<file path="src/rtl/intl_pkg.sv">
// Shared definitions for the interlock fault manager: FSM states and sizing defaults.
package intl_pkg;

  typedef enum logic [1:0] {
    ST_IDLE  = 2'd0,
    ST_FAULT = 2'd1,
    ST_CLEAR = 2'd2
  } state_e;

  localparam int NCH_DEF    = 16;
  localparam int CNT_W_DEF  = 16;
  // Cycles spent in CLEAR so the upstream comparator pipeline flushes its stale flags.
  localparam int CLEAR_HOLD = 3;

endpackage

</file>
<file path="src/rtl/intl_debounce.sv">
// One channel's debounce: counts consecutive monitored-high cycles and requests a latch
// once the run reaches the configured length.
module intl_debounce #(
  parameter int CNT_W = 16
) (
  input  logic             i_clk,
  input  logic             i_rst,
  input  logic             i_flag,
  input  logic             i_mask,
  input  logic             i_hold,
  input  logic [CNT_W-1:0] i_deb_cnt,
  output logic             o_latch_req
);

  logic [CNT_W-1:0] cnt_q;
  logic [CNT_W-1:0] cnt_d;
  logic [CNT_W:0]   cnt_inc_s;
  logic [CNT_W:0]   thr_s;
  logic             active_s;

  // Next count and latch request; a zero threshold is treated as one.
  always_comb begin
    active_s  = i_flag & i_mask;
    cnt_inc_s = {1'b0, cnt_q} + {{CNT_W{1'b0}}, 1'b1};
    if (i_deb_cnt == {CNT_W{1'b0}}) begin
      thr_s = {{CNT_W{1'b0}}, 1'b1};
    end else begin
      thr_s = {1'b0, i_deb_cnt};
    end
    if (i_hold || !active_s) begin
      cnt_d = {CNT_W{1'b0}};
    end else if (&cnt_q) begin
      cnt_d = cnt_q;
    end else begin
      cnt_d = cnt_inc_s[CNT_W-1:0];
    end
    o_latch_req = active_s && !i_hold && (cnt_inc_s >= thr_s);
  end

  // Debounce counter register, cleared by the synchronous active-low reset.
  always_ff @(posedge i_clk) begin
    if (!i_rst) begin
      cnt_q <= {CNT_W{1'b0}};
    end else begin
      cnt_q <= cnt_d;
    end
  end

endmodule

</file>
<file path="src/rtl/intl_fault_manager.sv">
// Interlock fault manager: debounces per-channel limit flags, latches sticky faults,
// records the first fault and its timestamp, and sequences the clear handshake.
module intl_fault_manager import intl_pkg::*; #(
  parameter int NCH   = NCH_DEF,
  parameter int CNT_W = CNT_W_DEF,
  localparam int ID_W = (NCH > 1) ? $clog2(NCH) : 1
) (
  input  logic             i_clk,
  input  logic             i_rst,
  input  logic [NCH-1:0]   i_flag,
  input  logic [NCH-1:0]   i_mask,
  input  logic [CNT_W-1:0] i_deb_cnt,
  input  logic             i_clr,
  output logic             o_intl_clr,
  output logic             o_fault,
  output logic [NCH-1:0]   o_fault_vec,
  output logic [ID_W-1:0]  o_first_id,
  output logic [31:0]      o_first_ts,
  output logic [1:0]       o_state
);

  state_e          state_q;
  logic [1:0]      hold_cnt_q;
  logic [31:0]     ts_q;
  logic [NCH-1:0]  fault_vec_q;
  logic            fault_q;
  logic            intl_clr_q;
  logic [ID_W-1:0] first_id_q;
  logic [31:0]     first_ts_q;
  logic [NCH-1:0]  latch_req_s;
  logic            run_s;
  logic            hold_s;

  // Lowest set index wins when several channels latch together.
  function automatic logic [ID_W-1:0] lowest_idx(input logic [NCH-1:0] v);
    lowest_idx = {ID_W{1'b0}};
    for (int k = NCH - 1; k >= 0; k--) begin
      if (v[k]) begin
        lowest_idx = ID_W'(k);
      end
    end
  endfunction

  // Counters run only in IDLE/FAULT; a clear request (which wins over latching) zeroes them.
  always_comb begin
    run_s  = (state_q == ST_IDLE) || (state_q == ST_FAULT);
    hold_s = !run_s || i_clr;
  end

  for (genvar g = 0; g < NCH; g++) begin : g_ch
    intl_debounce #(.CNT_W(CNT_W)) u_deb (
      .i_clk       (i_clk),
      .i_rst       (i_rst),
      .i_flag      (i_flag[g]),
      .i_mask      (i_mask[g]),
      .i_hold      (hold_s),
      .i_deb_cnt   (i_deb_cnt),
      .o_latch_req (latch_req_s[g])
    );
  end

  // Fault FSM with timestamp counter, sticky fault vector and first-fault capture.
  always_ff @(posedge i_clk) begin
    if (!i_rst) begin
      state_q     <= ST_IDLE;
      hold_cnt_q  <= 2'd0;
      ts_q        <= 32'd0;
      fault_vec_q <= {NCH{1'b0}};
      fault_q     <= 1'b0;
      intl_clr_q  <= 1'b0;
      first_id_q  <= {ID_W{1'b0}};
      first_ts_q  <= 32'd0;
    end else begin
      ts_q       <= ts_q + 32'd1;
      intl_clr_q <= 1'b0;
      case (state_q)
        ST_IDLE, ST_FAULT: begin
          if (i_clr) begin
            state_q     <= ST_CLEAR;
            hold_cnt_q  <= 2'd0;
            fault_vec_q <= {NCH{1'b0}};
            fault_q     <= 1'b0;
            intl_clr_q  <= 1'b1;
          end else if (|latch_req_s) begin
            fault_vec_q <= fault_vec_q | latch_req_s;
            fault_q     <= 1'b1;
            if (state_q == ST_IDLE) begin
              state_q    <= ST_FAULT;
              first_id_q <= lowest_idx(latch_req_s);
              first_ts_q <= ts_q;
            end else begin
              state_q <= ST_FAULT;
            end
          end else begin
            fault_q <= |fault_vec_q;
          end
        end
        ST_CLEAR: begin
          if (hold_cnt_q == 2'(CLEAR_HOLD - 1)) begin
            state_q <= ST_IDLE;
          end else begin
            hold_cnt_q <= hold_cnt_q + 2'd1;
          end
        end
        default: begin
          state_q <= ST_IDLE;
        end
      endcase
    end
  end

  assign o_intl_clr  = intl_clr_q;
  assign o_fault     = fault_q;
  assign o_fault_vec = fault_vec_q;
  assign o_first_id  = first_id_q;
  assign o_first_ts  = first_ts_q;
  assign o_state     = state_q;

endmodule

</file>
<file path="config.mk">
export PLATFORM = sky130hd
export DESIGN_NAME = intl_fault_manager
export DESIGN_NICKNAME = d
export VERILOG_FILES = /design/src/rtl/intl_pkg.sv /design/src/rtl/intl_debounce.sv /design/src/rtl/intl_fault_manager.sv
export SDC_FILE = /design/constraint.sdc
export NUM_CORES = 1
export LEC_CHECK = 0
export CORE_MARGIN = 1.5
export CORE_UTILIZATION = 45
export DETAILED_ROUTE_END_ITERATION = 8
export SLEW_MARGIN = 20
export SYNTH_ARGS = -nofsm -noshare
export SYNTH_HDL_FRONTEND = slang
export SYNTH_HIERARCHICAL = 1
export SYNTH_SLANG_ARGS = --single-unit
</file>
<file path="constraint.sdc">
create_clock -name i_clk -period 4.4 [get_ports i_clk]
set_input_delay 0.44 -clock i_clk [delete_from_list [all_inputs] [get_ports i_clk]]
set_output_delay 0.44 -clock i_clk [all_outputs]
set_load 0.1 [all_outputs]
</file>
==> summary.md <==
| Metric | Value |
|---|---|
| Status | `completed` |
| RD Place Congestion | `0.852` |
| Worst-case clock skew | `0.0150 ns` |
| Final standard cell utilization of the core | `0.518` |
| Inserted Clock Buffers | `43` |
| Root buffer selected by CTS | `clkbuf_16` |
| Endpoints failing setup | `0` |
| Residual DRC | `0` |
| Count of distinct cell types in the synthesized netlist | `74` |
| Proportion of layout cells with a drive suffix above 1 | `0.107` |
| Buffers on Ports | `106` |
| Max-slew violation count | `0` |
| Count of TritonRoute iterations in the first routing pass | `9` |
| Type of the tightest min-delay check | `reg -> reg` |
| Reported leakage power | `13.4 nW` |
| Most common cell after layout, fill and taps aside | `inv_1` |
| Drt via density | `5.60` |
| Critical Path End Type | `flip-flop` |
| Register area share after synthesis | `0.282` |
| Cell Area, Synth | `24600 um^2` |
| Reg2reg setup slack | `0.31 ns` |
| Startpoint of the worst setup timing path | `g_ch[10].u_deb/cnt_q[3]$_SDFFE_PP0N_` |
| CP max FO | `6` |
| First-pass GRT wire length | `108 mm` |
| Beginning of the worst hold path | `o_first_ts[29]$_SDFFE_PN0P_` |
| Setup_tns | `0 ns` |
| GR Overflow Total | `0` |
| Maximum clock insertion buffer count | `3` |
| Critical path type | `reg -> reg` |
| Clk sink count | `346` |
| Fillers | `5056` |
| Worst reg2reg startpoint | `g_ch[10].u_deb/cnt_q[3]$_SDFFE_PP0N_` |
| TritonCTS clock tree | `built` |
| Main flop type after synthesis | `dfxtp_1` |
| Net count of the finished layout | `3468` |
| Remaining max-slew budget at the tightest pin | `0.302` |
| Leading area contributor after synthesis | `dfxtp_1` |
| Proportion of synthesized flip-flops having asynchronous set or reset | `0` |
| Total number of vias | `21672` |
| Clock period minus final worst setup slack | `4.09 ns` |
| GRT Overall Usage | `0.236` |
| Average wire length per cell after detail routing | `17.3 um` |
| Number of antenna cells inserted | `0` |
| Maximum operating frequency | `245 MHz` |
| Sum of net half-perimeters after detailed placement | `49.4 mm` |
| Number of hold violations in the final report | `0` |
| Total number of H-tree levels | `2` |
| Synthesized Nets | `3311` |
| Number of synthesized flops with an enable pin | `0` |
| Total die area | `56100 um^2` |
| Period Utilization, post-route | `0.929` |
| Post-synth top area share | `0.282` |
| Area overhead of the layout relative to synthesis | `13.6%` |
| Antenna violations before repair | `2` |
| Unrepaired setup endpoints after global routing | `no` |
| Required time worst endpoint | `4.91 ns` |
| Number of warnings reported in the yosys synthesis log | `6` |
| Synthesis-stage register bit count | `346` |
| Most frequent cells in the layout | `373 x inv_1, 346 x dfxtp_1, 273 x ha_1` |
| Max-cap violations | `0` |
| Total power | `7.08 mW` |
| Setup Buffers After CTS | `0` |
| Detailed Route WL | `66.9 mm` |
| Clock insertion delay at the later pin of the skew report | `0.59 ns` |
| Die X-Extent | `237 um` |
| Largest net degree at the start of global routing | `67` |
| Peak VDD IR | `0.000271 V` |
| Average cell area after synthesis | `8.24 um^2` |
| Core outline area | `53900 um^2` |
| Y dimension of the die | `237 um` |
| Effective utilization at floorplan | `0.456` |
| Vias in the first global route | `21169` |
| Io pins | `107` |
| Startpoint Class | `flip-flop` |
| Critical Path AT | `4.59 ns` |
| Ratio of total power to cell area | `253 nW/um^2` |
| Clk pin slew, worst setup/hold paths | `0.06 ns` |
| Remaining antenna violation count after routing | `0` |
| DRC marker count from the first detailed-route iteration | `1173` |
| Number of standard cells after synthesis | `2986` |
| Slew of the pin with the lowest slew margin | `1.04 ns` |
| Largest cells by area after synthesis | `dfxtp_1 28%, ha_1 14%, inv_1 5.7%, xor2_1 4.6%, xnor2_1 4.4%` |
| Num rows | `85` |
kinds of logic (layout without fill, tap and decap cells):
logic type               after synthesis  count (layout)  synth area share
XOR/XNOR                             253             253            0.0901
AND/OR/NAND/NOR                     1053            1053             0.240
AO/OA/AOI/OAI                        605             605             0.167
flip-flops                           346             346             0.282
multiplexers                          15              15           0.00610
adder cells (fa/ha/maj)              274             274             0.139
buffers and inverters                440             628            0.0757
synthesized netlist by cell type (21+ instances only):
| cell | count |
|---|---|
| a21o_1 | 31 |
| a21oi_1 | 203 |
| a31oi_1 | 73 |
| and3_1 | 44 |
| clkbuf_1 | 21 |
| dfxtp_1 | 346 |
| ha_1 | 274 |
| inv_1 | 374 |
| nand2_1 | 266 |
| nand2b_1 | 22 |
| nand3_1 | 126 |
| nand4_1 | 39 |
| nor2_1 | 203 |
| nor3_1 | 97 |
| nor4_1 | 68 |
| o21a_1 | 28 |
| o21ai_0 | 55 |
| o21ba_2 | 40 |
| o21bai_1 | 59 |
| xnor2_1 | 124 |
| xor2_1 | 129 |
per-layer routing:
metal | vias to the layer above | part of all wire | track usage
li1 | 10781 | - | -
met2 | 453 | 0.47 | 0.404
met3 | 113 | 0.052 | 0.0381
met5 | - | 0.00040 | 0
met4 | 4 | 0.022 | 0.0622
met1 | 10321 | 0.46 | 0.308
worst max-delay path, stage by stage (launching register included):
cell and delay (ns):
dfxtp_1 0.46, nand4_2 0.16, or2_1 0.36, nor3_1 0.41
xor2_1 0.21, ha_1 0.24, and3_1 0.18, a221oi_1 0.27
o21ai_0 0.15, nor2_1 0.17, a21boi_1 0.20, buf_4 0.22
or4_1 0.51, o21ai_0 0.18, nand3_1 0.10, a21oi_1 0.19
registers in the layout (all words and copies together) (netlist names):
name and flops:
o_intl_clr 1, ts_q 32, g_ch.u_deb/cnt_q 256, o_state 2, hold_cnt_q 2, o_first_ts 32
o_fault_vec 16, o_fault 1, o_first_id 4
power breakdown:
part           total, mW  internal, mW  leakage [nW]  switching [mW]
Sequential          3.15          3.14          2.79          0.0113
Combinational      0.533         0.190          9.97           0.343
Clock               3.40          1.94         0.651            1.46
Total               7.08          5.27          13.4            1.81
worst paths after layout:
kind                                 endpoint  cells after the start
setup / recovery   o_first_id[2]$_SDFFE_PN0P_                     15
hold / removal    o_first_ts[29]$_SDFFE_PN0P_                      2
setup reg to reg   o_first_id[2]$_SDFFE_PN0P_                     15
hold reg to reg   o_first_ts[29]$_SDFFE_PN0P_                      2
stage by stage:
step	instances	hold WS, ns	worst slack (ns)	instance area [um^2]
finish	3870	0.454	0.311	27900
global route	3870	0.466	0.00748	27900
CTS	3870	0.455	0.0929	27900
detailed placement	3794	0.450	0.151	26600
global placement	3794	0.446	0.172	26600
floorplan	2986	0.440	0.493	24600
layout make-up:
cell class | count | area, um^2 | share of cell area
flip-flops and latches | 346 | 6930 | 0.248
well taps | 696 | 871 | 0.0312
inverters | 374 | 1400 | 0.0502
clock buffers | 66 | 1230 | 0.0441
multi-input cells | 2200 | 15900 | 0.568
clock inverters | 10 | 91.3 | 0.00327
repair buffers | 178 | 1560 | 0.0558
timing repair:
item,4_1_cts,5_1_grt
gates resized for setup,0,12
endpoints found under the hold margin,0,0
hold buffers,0,0
setup endpoints to repair,0,53
(Power assumes the default switching activity.)
